<file path="src/rtl/alu4_acc_sequencer_if.sv">
// Command and result valid/ready channels of the ALU accumulator sequencer.
// The upstream/consumer side uses master; the sequencer uses slave.
interface alu4_acc_sequencer_if #(
  parameter int WIDTH = 4
);
  logic             cmd_valid;
  logic             cmd_ready;
  logic [2:0]       cmd_op;
  logic [WIDTH-1:0] cmd_opnd;

  logic             res_valid;
  logic             res_ready;
  logic [WIDTH-1:0] res_data;
  logic             res_zero;
  logic             res_neg;
  logic             res_err;

  modport master (
    output cmd_valid, cmd_op, cmd_opnd, res_ready,
    input  cmd_ready, res_valid, res_data, res_zero, res_neg, res_err
  );

  modport slave (
    input  cmd_valid, cmd_op, cmd_opnd, res_ready,
    output cmd_ready, res_valid, res_data, res_zero, res_neg, res_err
  );
endinterface

</file>
<file path="src/rtl/alu4_acc_sequencer.sv">
// Sequencer around an external combinational ALU: takes one command per handshake,
// updates the accumulator from alu_z/operand and returns the result with flags.
module alu4_acc_sequencer #(
  parameter int WIDTH = 4,
  parameter int CNT_W = 8
) (
  input  logic                 clk,
  input  logic                 rst_n,
  alu4_acc_sequencer_if.slave  bus,
  output logic [WIDTH-1:0]     alu_a,
  output logic [WIDTH-1:0]     alu_b,
  output logic [2:0]           alu_ctl,
  input  logic [WIDTH-1:0]     alu_z,
  output logic [CNT_W-1:0]     op_count
);

  typedef enum logic [1:0] {
    IDLE = 2'd0,
    EXEC = 2'd1,
    RESP = 2'd2
  } state_e;

  typedef enum logic [2:0] {
    OP_ADD  = 3'd0,
    OP_NAND = 3'd1,
    OP_OR   = 3'd2,
    OP_LOAD = 3'd3,
    OP_SUB  = 3'd4,
    OP_CLR  = 3'd5,
    OP_RSVD = 3'd6,
    OP_XNOR = 3'd7
  } op_e;

  state_e             state_q, state_d;
  op_e                op_q, op_d;
  logic [WIDTH-1:0]   acc_q, acc_d;
  logic [WIDTH-1:0]   opnd_q, opnd_d;
  logic               zero_q, zero_d;
  logic               neg_q, neg_d;
  logic               err_q, err_d;
  logic [CNT_W-1:0]   cnt_q, cnt_d;
  logic               op_is_alu;

  always_comb begin
    op_is_alu = 1'b0;
    case (op_q)
      OP_ADD, OP_NAND, OP_OR, OP_SUB, OP_XNOR: op_is_alu = 1'b1;
      default:                                 op_is_alu = 1'b0;
    endcase
  end

  // State and datapath registers
  always_ff @(posedge clk or negedge rst_n) begin
    if (!rst_n) begin
      state_q <= IDLE;
      op_q    <= OP_ADD;
      acc_q   <= '0;
      opnd_q  <= '0;
      zero_q  <= 1'b1;
      neg_q   <= 1'b0;
      err_q   <= 1'b0;
      cnt_q   <= '0;
    end else begin
      state_q <= state_d;
      op_q    <= op_d;
      acc_q   <= acc_d;
      opnd_q  <= opnd_d;
      zero_q  <= zero_d;
      neg_q   <= neg_d;
      err_q   <= err_d;
      cnt_q   <= cnt_d;
    end
  end

  // Next-state and datapath update
  always_comb begin
    state_d = state_q;
    op_d    = op_q;
    acc_d   = acc_q;
    opnd_d  = opnd_q;
    zero_d  = zero_q;
    neg_d   = neg_q;
    err_d   = err_q;
    cnt_d   = cnt_q;
    case (state_q)
      IDLE: begin
        if (bus.cmd_valid) begin
          op_d    = op_e'(bus.cmd_op);
          opnd_d  = bus.cmd_opnd;
          err_d   = 1'b0;
          state_d = EXEC;
        end
      end
      EXEC: begin
        case (op_q)
          OP_LOAD: acc_d = opnd_q;
          OP_CLR:  acc_d = '0;
          OP_RSVD: acc_d = acc_q;
          default: acc_d = alu_z;
        endcase
        // Flags are taken from the value being written so they line up with res_data in RESP.
        zero_d  = (acc_d == '0);
        neg_d   = acc_d[WIDTH-1];
        err_d   = (op_q == OP_RSVD);
        state_d = RESP;
      end
      RESP: begin
        if (bus.res_ready) begin
          cnt_d   = cnt_q + CNT_W'(1);
          state_d = IDLE;
        end
      end
      default: state_d = IDLE;
    endcase
  end

  // Outputs
  always_comb begin
    bus.cmd_ready = rst_n && (state_q == IDLE);
    bus.res_valid = (state_q == RESP);
    bus.res_data  = acc_q;
    bus.res_zero  = zero_q;
    bus.res_neg   = neg_q;
    bus.res_err   = err_q;
    alu_a         = acc_q;
    alu_b         = opnd_q;
    alu_ctl       = ((state_q == EXEC) && op_is_alu) ? 3'(op_q) : '0;
    op_count      = cnt_q;
  end

endmodule

</file>
<file path="src/flat_wrapper.sv">
// flat-port wrapper written by rule: the top's interface ports become plain ports
module alu4_acc_sequencer_flat 
#(
  parameter int WIDTH = 4,
  parameter int CNT_W = 8
)
  (clk, rst_n, alu_a, alu_b, alu_ctl, alu_z, op_count, bus_cmd_valid, bus_cmd_op, bus_cmd_opnd, bus_res_ready, bus_cmd_ready, bus_res_valid, bus_res_data, bus_res_zero, bus_res_neg, bus_res_err);
  alu4_acc_sequencer_if #(.WIDTH(WIDTH)) bus_i ();
  input  logic clk;
  input  logic rst_n;
  output logic [WIDTH-1:0] alu_a;
  output logic [WIDTH-1:0] alu_b;
  output logic [2:0] alu_ctl;
  input  logic [WIDTH-1:0] alu_z;
  output logic [CNT_W-1:0] op_count;
  input wire logic [$bits(bus_i.cmd_valid)-1:0] bus_cmd_valid;
  input wire logic [$bits(bus_i.cmd_op)-1:0] bus_cmd_op;
  input wire logic [$bits(bus_i.cmd_opnd)-1:0] bus_cmd_opnd;
  input wire logic [$bits(bus_i.res_ready)-1:0] bus_res_ready;
  output wire logic [$bits(bus_i.cmd_ready)-1:0] bus_cmd_ready;
  output wire logic [$bits(bus_i.res_valid)-1:0] bus_res_valid;
  output wire logic [$bits(bus_i.res_data)-1:0] bus_res_data;
  output wire logic [$bits(bus_i.res_zero)-1:0] bus_res_zero;
  output wire logic [$bits(bus_i.res_neg)-1:0] bus_res_neg;
  output wire logic [$bits(bus_i.res_err)-1:0] bus_res_err;
  assign bus_i.cmd_valid = bus_cmd_valid;
  assign bus_i.cmd_op = bus_cmd_op;
  assign bus_i.cmd_opnd = bus_cmd_opnd;
  assign bus_i.res_ready = bus_res_ready;
  assign bus_cmd_ready = bus_i.cmd_ready;
  assign bus_res_valid = bus_i.res_valid;
  assign bus_res_data = bus_i.res_data;
  assign bus_res_zero = bus_i.res_zero;
  assign bus_res_neg = bus_i.res_neg;
  assign bus_res_err = bus_i.res_err;
  alu4_acc_sequencer #(.WIDTH(WIDTH), .CNT_W(CNT_W)) u_core (.clk(clk), .rst_n(rst_n), .bus(bus_i), .alu_a(alu_a), .alu_b(alu_b), .alu_ctl(alu_ctl), .alu_z(alu_z), .op_count(op_count));
endmodule
</file>
<file path="config.mk">
export PLATFORM = sky130hd
export DESIGN_NAME = alu4_acc_sequencer_flat
export DESIGN_NICKNAME = d
export VERILOG_FILES = /design/src/rtl/alu4_acc_sequencer_if.sv /design/src/rtl/alu4_acc_sequencer.sv /design/src/flat_wrapper.sv
export SDC_FILE = /design/constraint.sdc
export NUM_CORES = 1
export LEC_CHECK = 0
export ABC_AREA = 1
export ABC_CLOCK_PERIOD_IN_PS = 1190
export BUFFER_PORTS_ARGS = -buffer_cell sky130_fd_sc_hd__buf_2
export CAP_MARGIN = 30
export CORE_MARGIN = 2
export CORE_UTILIZATION = 48
export CTS_CLUSTER_DIAMETER = 60
export DETAILED_ROUTE_END_ITERATION = 8
export PLACE_DENSITY_LB_ADDON = 0.12
export SLEW_MARGIN = 30
export SYNTH_ARGS = -nofsm -noshare
export SYNTH_HDL_FRONTEND = slang
export SYNTH_SLANG_ARGS = --single-unit
</file>
<file path="constraint.sdc">
create_clock -name clk -period 1.19 [get_ports clk]
set_input_delay 0.1785 -clock clk [delete_from_list [all_inputs] [get_ports clk]]
set_output_delay 0.1785 -clock clk [all_outputs]
set_load 0.01 [all_outputs]
</file>
==> results of run 1 <==
==> registers in the layout (all words and copies together), names as in the netlist <==
register	count
u_core.state_q	2
u_core.op_count	8
u_core.alu_a	4
u_core.bus.res_err	1
u_core.alu_b	4
u_core.op_q	3
u_core.bus.res_zero	1
==> worst register-to-register path, cell delays in order (launching register included) <==
cell and delay, ns:
dfrtp_1 0.46, nand2_1 0.10, nand2_1 0.09, nand2_2 0.06, buf_4 0.13, buf_6 0.12, nand3_2 0.06, nand2_1 0.05
nor2_1 0.11, nand3_1 0.09, nand2_1 0.08
==> kinds of logic after synthesis <==
group | share of synthesized area
adder cells (fa/ha/maj) | 0.0108
flip-flops | 0.496
buffers and inverters | 0.0946
AND/OR/NAND/NOR | 0.297
XOR/XNOR | 0.0527
multiplexers | 0.00968
AO/OA/AOI/OAI | 0.0398
==> report_power, final <==
part,switching (W),total (W),internal (W)
Combinational,0.00133,0.00255,0.00122
Sequential,0.000370,0.00147,0.00110
Clock,0.000251,0.000382,0.000132
==> Yosys cell counts (3+ instances only) <==
| master | count |
|---|---|
| buf_4 | 6 |
| dfrtp_1 | 22 |
| inv_1 | 10 |
| inv_2 | 3 |
| nand2_1 | 33 |
| nand3_1 | 11 |
| nand4_1 | 9 |
| nor2_1 | 10 |
| o21ai_0 | 5 |
| xnor2_1 | 5 |
==> cells in the final DEF (no fill, tap or decap), types with 4 or more instances in the layout <==
master,count
nor2_1,8
xnor2_1,4
inv_1,5
o21ai_0,4
buf_2,40
inv_2,6
nand3_2,7
nand4_1,9
buf_6,11
dfrtp_1,20
nand2_2,9
nand2_1,24
buf_4,13
==> layout make-up <==
| class | count | area, µm² | share of cell area |
|---|---|---|---|
| multi-input cells | 88 | 612 | 0.352 |
| flip-flops and latches | 23 | 579 | 0.333 |
| repair buffers | 65 | 432 | 0.248 |
| inverters | 13 | 56.3 | 0.0324 |
| well taps | 28 | 35.0 | 0.0201 |
| clock buffers | 4 | 26.3 | 0.0151 |
==> how the worst max path moves through the flow <==
stage / from / end / slack (ns) / cells after the start
final: u_core.op_q[1] / alu_ctl[0] / -0.35 / 6
after global routing: u_core.op_q[1] / alu_ctl[1] / -0.44 / 6
after CTS: u_core.op_q[2] / alu_ctl[0] / -0.30 / 6
after detailed placement: u_core.op_q[1] / u_core.bus.res_zero / -0.03 / 8
after global placement: u_core.op_q[1] / u_core.bus.res_zero / -0.0007 / 8
after floorplan: u_core.op_q[2] / alu_ctl[0] / 0.04 / 6
==> per-layer routing <==
layer  track usage  up-vias
met1         0.278      542
met3        0.0395        9
met2         0.344       46
met5             0        -
li1              -      545
met4        0.0940        0
==> through the flow <==
stage / total power, W / cell area, µm² / cells
floorplan: 0.00259 / 1160 / 132
global placement: 0.00315 / 1430 / 205
detailed placement: 0.00322 / 1430 / 205
CTS: 0.00380 / 1540 / 214
global route: 0.00472 / 1740 / 221
finish: 0.00441 / 1740 / 221
==> timing repair <==
item | CTS | global route
pin swaps | 3 | 19
hold endpoints to repair | 22 | 0
setup endpoints to repair | 7 | 26
gates resized for setup | 14 | 38
hold buffers | 1 | 0
buffers inserted | 4 | 7
==> flow_metrics.env, run 1 <==
export IMPL_whs_ns=0.0384
export IMPL_cts_tree="built"
export IMPL_p_per_area_mw_per_mm2=2530
export IMPL_drive_above_1_share=0.565
export IMPL_peakVddDrop_mv=1.86
export IMPL_grt_max_degree=24
export IMPL_floorplan_initialDensity=0.516
export IMPL_clockBufferDepth=2
export IMPL_netlist_instances=132
export IMPL_fin_nets=210
export IMPL_synth_edf_count=0
export IMPL_numCtsBuffers=3
export IMPL_finalCriticalPeriod_ns=1.54
export IMPL_final_antenna_net_count=0
export IMPL_violations="negative setup slack"
export IMPL_syn_nets=148
export IMPL_path_cells="nand2_1 -> nand2_1 -> nand2_2 -> nand3_2 -> nor2_1 -> buf_2"
export IMPL_grt_pass1_vias=957
export IMPL_finalHoldViolations=0
export IMPL_worstHoldStart="bus_cmd_opnd[2]"
export IMPL_dp_slack_ns=-0.0321
export IMPL_synth_seq_cells=23
export IMPL_rr_startpoint="u_core.op_q[0]"
export IMPL_tns_ns=-2.68
export IMPL_power_leakage_nw=0.909
export IMPL_synthFlopType="dfrtp_1"
export IMPL_slowest_stage="dfrtp_2"
export IMPL_highest_layer="met4"
export IMPL_async_flop_share=1.00
export IMPL_synth_area_per_cell_um2=8.82
export IMPL_endpoint_kind="output pin"
export IMPL_dieWidth_um=53.2
export IMPL_crit_top_cell="nand2_1"
export IMPL_rr_worst_depth=10
export IMPL_max_clock_freq_mhz=650
export IMPL_r2r_setup_slack_ns=-0.20
export IMPL_max_stage_delay_ns=0.48
export IMPL_synth_area_leaders="dfrtp_1, nand2_1, nand4_1"
export IMPL_grt_usage=0.214
export IMPL_hpwlAfterDp_um=1920
export IMPL_h_tree_depth=1
export IMPL_min_path_cells=3
export IMPL_clock_skew_ns=0.00405
export IMPL_wl_met2_um=1620
export IMPL_grt_overflow_total=0
export IMPL_root_buffer="clkbuf_4"
export IMPL_rows=17
export IMPL_setup_ws_ns=-0.349
export IMPL_cts_num_sinks=23
export IMPL_drc=0
export IMPL_area_growth_pct=49.6
export IMPL_die_area_mm2=0.00283
export IMPL_firstDrtPassIters=4
export IMPL_dr_first_iter_drc_count=13
export IMPL_hold_path_class="in -> reg"
export IMPL_wl_um=3160
export IMPL_synth_area_mm2=0.00116
export IMPL_antenna_diode_count=0
export IMPL_yosys_area_top_type_share=0.473
export IMPL_max_cap_violations=0
export IMPL_finalCritPeriodShare=1.29
export IMPL_cp_required_ns=1.01
export IMPL_port_buffer_count=42
export IMPL_clk_pin_slew_ns=0.13
export IMPL_cp_max_fo=5
export IMPL_critPathTopFamily="flip-flops"
export IMPL_synth_seq_area_share=0.496
export IMPL_start_kind="register"
export IMPL_worstMarginPinSlew_ns=0.290
export IMPL_wl_per_cell_um=14.3
export IMPL_synth_warnings=0
export IMPL_worstSetupPathType="reg -> out"
export IMPL_fill_cells=156
export IMPL_path_buf_inv=1
export IMPL_vias=1142
export IMPL_synth_distinct_cells=24
export IMPL_wl_met3_um=173
export IMPL_die_h_um=53.2
export IMPL_worst_hold_path_endpoint="u_core.alu_b[2]"
export IMPL_gp_congestion=0.835
export IMPL_utilization=0.772
export IMPL_core_area_mm2=0.00225
export IMPL_antenna_found_initial=0
export IMPL_setup_viol=21
export IMPL_finalMaxSlewViolations=0
export IMPL_worstPathArrival_ns=1.36
export IMPL_rsz0062_at_grt="yes"
export IMPL_yosys_area_top_type="dfrtp_1"
export IMPL_clk_latency_ns=0.33
export IMPL_reg2reg_to="u_core.bus.res_zero"
export IMPL_status="finished with violations"
export IMPL_met1_length_um=1260
export IMPL_via_per_inst=5.17
export IMPL_grt_pass1_wl_um=4230
export IMPL_io_pins=43
export IMPL_slew_headroom=0.807
No activity file was read; power rests on OpenSTA's default activity.
==> inputs of run 2 (changes only) <==
--- a/config.mk
+++ b/config.mk
@@ -10,10 +10,11 @@
 export BUFFER_PORTS_ARGS = -buffer_cell sky130_fd_sc_hd__buf_2
 export CAP_MARGIN = 30
 export CORE_MARGIN = 2
-export CORE_UTILIZATION = 48
+export CORE_UTILIZATION = 40
 export CTS_CLUSTER_DIAMETER = 60
 export DETAILED_ROUTE_END_ITERATION = 8
 export PLACE_DENSITY_LB_ADDON = 0.12
+export REMOVE_ABC_BUFFERS = 1
 export SLEW_MARGIN = 30
 export SYNTH_ARGS = -nofsm -noshare
 export SYNTH_HDL_FRONTEND = slang
==> run 2 against run 1 <==
The flow still finishes with violations (negative setup slack). Die area rose by 18%. Register-to-register slack better by 0.10 ns. Utilization fell by 19 points. Sequential cell count unchanged. Via count is 5.4% lower. Highest routed layer unchanged.
==> flow_metrics.env, run 2 (synthesized netlist as in run 1, its figures left out) <==
export IMPL_area_growth_pct=38.2
export IMPL_largest_reg_flops=8
export IMPL_p_per_area_mw_per_mm2=2440
export IMPL_vias=1080
export IMPL_utilization=0.583
export IMPL_finalCritPeriodShare=1.24
export IMPL_antenna_diode_count=0
export IMPL_cp_max_fo=4
export IMPL_firstDrtPassIters=4
export IMPL_wl_per_cell_um=11.8
export IMPL_grt_pass1_wl_um=4390
export IMPL_h_tree_depth=1
export IMPL_drive_above_1_share=0.513
export IMPL_root_buffer="clkbuf_4"
export IMPL_port_buffer_count=42
export IMPL_final_cell_mix="buf_2, nand2_1, dfrtp_1"
export IMPL_numCtsBuffers=3
export IMPL_slowest_stage="dfrtp_2"
export IMPL_fin_nets=204
export IMPL_placed_area_mm2=0.00145
export IMPL_core_area_mm2=0.00276
export IMPL_final_common_cell="buf_2"
export IMPL_io_pins=43
export IMPL_clock_skew_ns=0.000962
export IMPL_worstPathArrival_ns=1.30
export IMPL_start_kind="register"
export IMPL_finalHoldViolations=0
export IMPL_path_buf_inv=1
export IMPL_dp_slack_ns=-0.0312
export IMPL_gp_congestion=0.859
export IMPL_cts_num_sinks=23
export IMPL_max_clock_freq_mhz=677
export IMPL_cts_tree="built"
export IMPL_status="finished with violations"
export IMPL_slew_headroom=0.810
export IMPL_die_area_mm2=0.00336
export IMPL_antenna_found_initial=0
export IMPL_drc=0
export IMPL_grt_pass1_vias=1080
export IMPL_hpwlAfterDp_um=1940
export IMPL_final_instance_count_excl_fill=218
export IMPL_dp_cells=208
export IMPL_worstMarginPinSlew_ns=0.285
export IMPL_seqCellArea_um2=581
export IMPL_dr_first_iter_drc_count=27
export IMPL_hold_path_class="in -> reg"
export IMPL_final_antenna_net_count=0
export IMPL_worstSetupPathType="reg -> out"
export IMPL_finalMaxSlewViolations=0
export IMPL_critPathTopFamily="flip-flops"
export IMPL_final_area_mm2=0.00161
export IMPL_clockBufferDepth=2
export IMPL_clk_latency_ns=0.30
export IMPL_max_stage_delay_ns=0.48
export IMPL_clk_pin_slew_ns=0.12
export IMPL_floorplan_initialDensity=0.422
export IMPL_fill_cells=271
export IMPL_finalCriticalPeriod_ns=1.48
export IMPL_rows=19
export IMPL_cp_required_ns=1.01
export IMPL_dieWidth_um=57.9
export IMPL_multi_input_area_um2=537
export IMPL_path_cells="nor2_4 -> nand3_2 -> nor2_1 -> buf_2"
export IMPL_max_cap_violations=0
export IMPL_wl_um=2580
export IMPL_die_h_um=57.9
export IMPL_grt_usage=0.169
export IMPL_grt_overflow_total=0
export IMPL_grt_max_degree=24
export IMPL_setup_viol=8
export IMPL_violations="negative setup slack"
export IMPL_rsz0062_at_grt="yes"
export IMPL_via_per_inst=4.95
export IMPL_power_leakage_nw=0.848
export IMPL_peakVddDrop_mv=1.35
export IMPL_setup_ws_ns=-0.287
export IMPL_endpoint_kind="output pin"
-- run 2: cell count changes in the layout (fill, tap and decap cells not counted), sizes merged --
cell    change
buf         -6
clkinv      -1
inv         +1
-- run 2: repair_timing --
| action | in CTS | in global routing |
|---|---|---|
| buffers inserted | 4 | 1 |
| endpoints found under the setup margin | 6 | 24 |
| pin swaps | 1 | 5 |
| resized for setup | 7 | 25 |
| hold buffers | 1 | 0 |
| hold endpoints to repair | 22 | 0 |
-- run 2: area by class of cell --
| cell class | instances | area share |
|---|---|---|
| clock buffer | 4 | 0.0163 |
| timing repair buffer | 59 | 0.233 |
| multi-input combinational | 88 | 0.334 |
| inverter | 13 | 0.0319 |
| tap | 31 | 0.0241 |
| sequential | 23 | 0.361 |
-- run 2: metrics by stage --
stage               hold slack, ns  TNS [ns]  total power (W)
finish                      0.0552     -1.30          0.00393
global route                0.0607     -2.27          0.00426
floorplan                   -0.117         0          0.00240
global placement             0.199         0          0.00321
detailed placement           0.192   -0.0733          0.00324
CTS                         0.0545     -1.30          0.00375
-- run 2: worst min-delay path: stages --
cell     delay [ns]
buf_2          0.07
nand2_1        0.04
nand2_1        0.04
-- run 2: final timing paths --
path,endpoint,startpoint,slack [ns],cells after the start
max in group asynchronous,u_core.bus.res_zero,rst_n,0.51,3
hold / removal,u_core.alu_b[2],bus_cmd_opnd[2],0.06,3
setup / recovery,alu_ctl[1],u_core.state_q[1],-0.29,4
min in group asynchronous,u_core.op_q[0],rst_n,0.40,3
hold reg to reg,u_core.op_count[7],u_core.op_count[7],0.48,1
setup reg to reg,u_core.bus.res_zero,u_core.op_q[1],-0.10,9
-- run 2: per-layer routing --
metal	track usage	vias up	routed length (µm)
li1	-	535	-
met1	0.200	508	1130
met2	0.305	33	1280
met3	0.0223	4	140
met4	0.0731	0	29
met5	0	-	0
-- run 2: power by group --
| group | switching (W) | leakage [nW] | internal [W] |
|---|---|---|---|
| Combinational | 0.00113 | 0.550 | 0.000991 |
| Sequential | 0.000351 | 0.283 | 0.00111 |
| Clock | 0.000222 | 0.0150 | 0.000131 |
==> inputs of run 3 (changes only) <==
--- a/config.mk
+++ b/config.mk
@@ -10,7 +10,7 @@
 export BUFFER_PORTS_ARGS = -buffer_cell sky130_fd_sc_hd__buf_2
 export CAP_MARGIN = 30
 export CORE_MARGIN = 2
-export CORE_UTILIZATION = 40
+export CORE_UTILIZATION = 48
 export CTS_CLUSTER_DIAMETER = 60
 export DETAILED_ROUTE_END_ITERATION = 8
 export PLACE_DENSITY_LB_ADDON = 0.12
==> run 3 against run 2 <==
The flow still finishes with violations (negative setup slack). Global-route usage increased by 3.2 points. Sequential cell count unchanged. Routed wire length grew 4.0%. Largest power group unchanged. Critical path type unchanged.
==> flow_metrics.env, run 3 (synthesized netlist as in run 1, its figures left out) <==
export IMPL_power_leakage_nw=0.864
export IMPL_core_area_mm2=0.00225
export IMPL_final_cell_mix="buf_2, nand2_1, dfrtp_1"
export IMPL_rr_worst_depth=9
export IMPL_hpwlAfterDp_um=1970
export IMPL_h_tree_depth=1
export IMPL_grt_max_degree=24
export IMPL_final_area_mm2=0.00161
export IMPL_crit_end="alu_ctl[1]"
export IMPL_clockBufferDepth=2
export IMPL_floorplan_initialDensity=0.516
export IMPL_root_buffer="clkbuf_4"
export IMPL_rr_startpoint="u_core.op_q[2]"
export IMPL_worstMarginPinSlew_ns=0.296
export IMPL_largest_reg_flops=8
export IMPL_peakVddDrop_mv=1.41
export IMPL_r2r_setup_slack_ns=-0.12
export IMPL_status="finished with violations"
export IMPL_placed_area_mm2=0.00143
export IMPL_clock_skew_ns=0.0125
export IMPL_numCtsBuffers=3
export IMPL_p_per_area_mw_per_mm2=2450
export IMPL_finalCriticalPeriod_ns=1.50
export IMPL_dr_first_iter_drc_count=11
export IMPL_cp_required_ns=1.01
export IMPL_endpoint_kind="output pin"
export IMPL_fin_nets=207
export IMPL_slew_headroom=0.802
export IMPL_final_common_cell="buf_2"
export IMPL_max_cap_violations=0
export IMPL_dp_slack_ns=-0.0535
export IMPL_cts_tree="built"
export IMPL_rows=17
export IMPL_grt_overflow_total=0
export IMPL_final_instance_count_excl_fill=218
export IMPL_rsz0062_at_grt="yes"
export IMPL_dp_cells=205
export IMPL_antenna_diode_count=0
export IMPL_worstSetupPathType="reg -> out"
export IMPL_clk_pin_slew_ns=0.13
export IMPL_grt_usage=0.201
export IMPL_max_clock_freq_mhz=667
export IMPL_startpoint="u_core.op_q[2]"
export IMPL_cp_max_fo=5
export IMPL_finalPower_w=0.00395
export IMPL_hold_path_class="in -> reg"
export IMPL_worstPathArrival_ns=1.32
export IMPL_violations="negative setup slack"
export IMPL_grt_pass1_vias=936
export IMPL_setup_viol=10
export IMPL_port_buffer_count=42
export IMPL_cts_num_sinks=23
export IMPL_firstDrtPassIters=4
export IMPL_vias=1093
export IMPL_die_h_um=53.2
export IMPL_antenna_found_initial=0
export IMPL_drive_above_1_share=0.495
export IMPL_finalCritPeriodShare=1.26
export IMPL_start_kind="register"
export IMPL_whs_ns=0.0561
export IMPL_dieWidth_um=53.2
export IMPL_drc=0
export IMPL_via_per_inst=5.01
export IMPL_finalHoldViolations=0
export IMPL_grt_pass1_wl_um=4090
export IMPL_area_growth_pct=38.6
export IMPL_setup_ws_ns=-0.310
export IMPL_wl_um=2680
export IMPL_clk_latency_ns=0.30
export IMPL_gp_congestion=0.860
export IMPL_die_area_mm2=0.00283
export IMPL_reg2reg_to="u_core.bus.res_zero"
export IMPL_final_antenna_net_count=0
export IMPL_fill_cells=199
export IMPL_wl_per_cell_um=12.3
export IMPL_io_pins=43
export IMPL_finalMaxSlewViolations=0
==> run 3: cell types whose count changed in the layout (fill, tap and decap cells not counted), moves of 2 or more <==
cell and delta:
nand3_2 -2, nand2_2 -2, inv_1 +3, nand3_1 +2
inv_2 -3, nor2_2 +2, buf_4 +4
==> run 3: worst min-delay path by stage <==
stage                                from               to  slack [ns]  depth (start not counted)
after floorplan                     rst_n  u_core.alu_a[0]       -0.12                          0
after global placement              rst_n   u_core.op_q[0]        0.22                          2
after detailed placement            rst_n   u_core.op_q[0]        0.22                          2
after CTS                 bus_cmd_opnd[2]  u_core.alu_b[2]        0.05                          3
after global routing      bus_cmd_opnd[1]  u_core.alu_b[1]        0.06                          3
final                     bus_cmd_opnd[1]  u_core.alu_b[1]        0.06                          3
==> run 3: critical path, stage by stage (launching register included) <==
cell	delay (ns)
dfrtp_2	0.48
nand2_1	0.08
nand2_1	0.06
nand2_2	0.08
nand3_2	0.09
nor2_1	0.10
buf_2	0.13
==> run 3: timing repair <==
action / 4_1_cts / 5_1_grt
resized for setup: 10 / 16
setup endpoints to repair: 9 / 23
pin swaps: 2 / 7
hold endpoints to repair: 22 / 0
buffers inserted: 4 / 3
gates cloned: 0 / 1
hold buffers: 1 / 0
==> run 3: per-stage QoR <==
step / TNS [ns] / util
3_3_place_gp: -0.0270 / 0.634
4_1_cts: -1.28 / 0.676
2_1_floorplan: 0 / -
5_1_grt: -2.41 / 0.715
3_5_place_dp: -0.179 / 0.634
6_report: -1.41 / 0.715
==> run 3: final cells by class <==
| class | count | area [µm²] | share of cell area |
|---|---|---|---|
| Multi-Input combinational cell | 88 | 534 | 0.331 |
| Sequential cell | 23 | 579 | 0.359 |
| Timing Repair Buffer | 61 | 379 | 0.235 |
| Clock buffer | 4 | 26.3 | 0.0163 |
| Timing Repair inverter | 1 | 7.51 | 0.00465 |
| Tap cell | 28 | 35.0 | 0.0217 |
| Inverter | 13 | 51.3 | 0.0318 |
==> run 3: power breakdown <==
| group | total (W) | switching, W | internal, W |
|---|---|---|---|
| logic | 0.00216 | 0.00115 | 0.00101 |
| registers | 0.00144 | 0.000335 | 0.00110 |
| clock network | 0.000352 | 0.000221 | 0.000130 |
| total | 0.00395 | 0.00171 | 0.00224 |
==> run 3: routing by layer <==
layer | GRT usage | wire length [µm]
met5 | 0 | 0
met4 | 0.0513 | 16
met3 | 0.0424 | 149
met2 | 0.317 | 1310
met1 | 0.279 | 1200
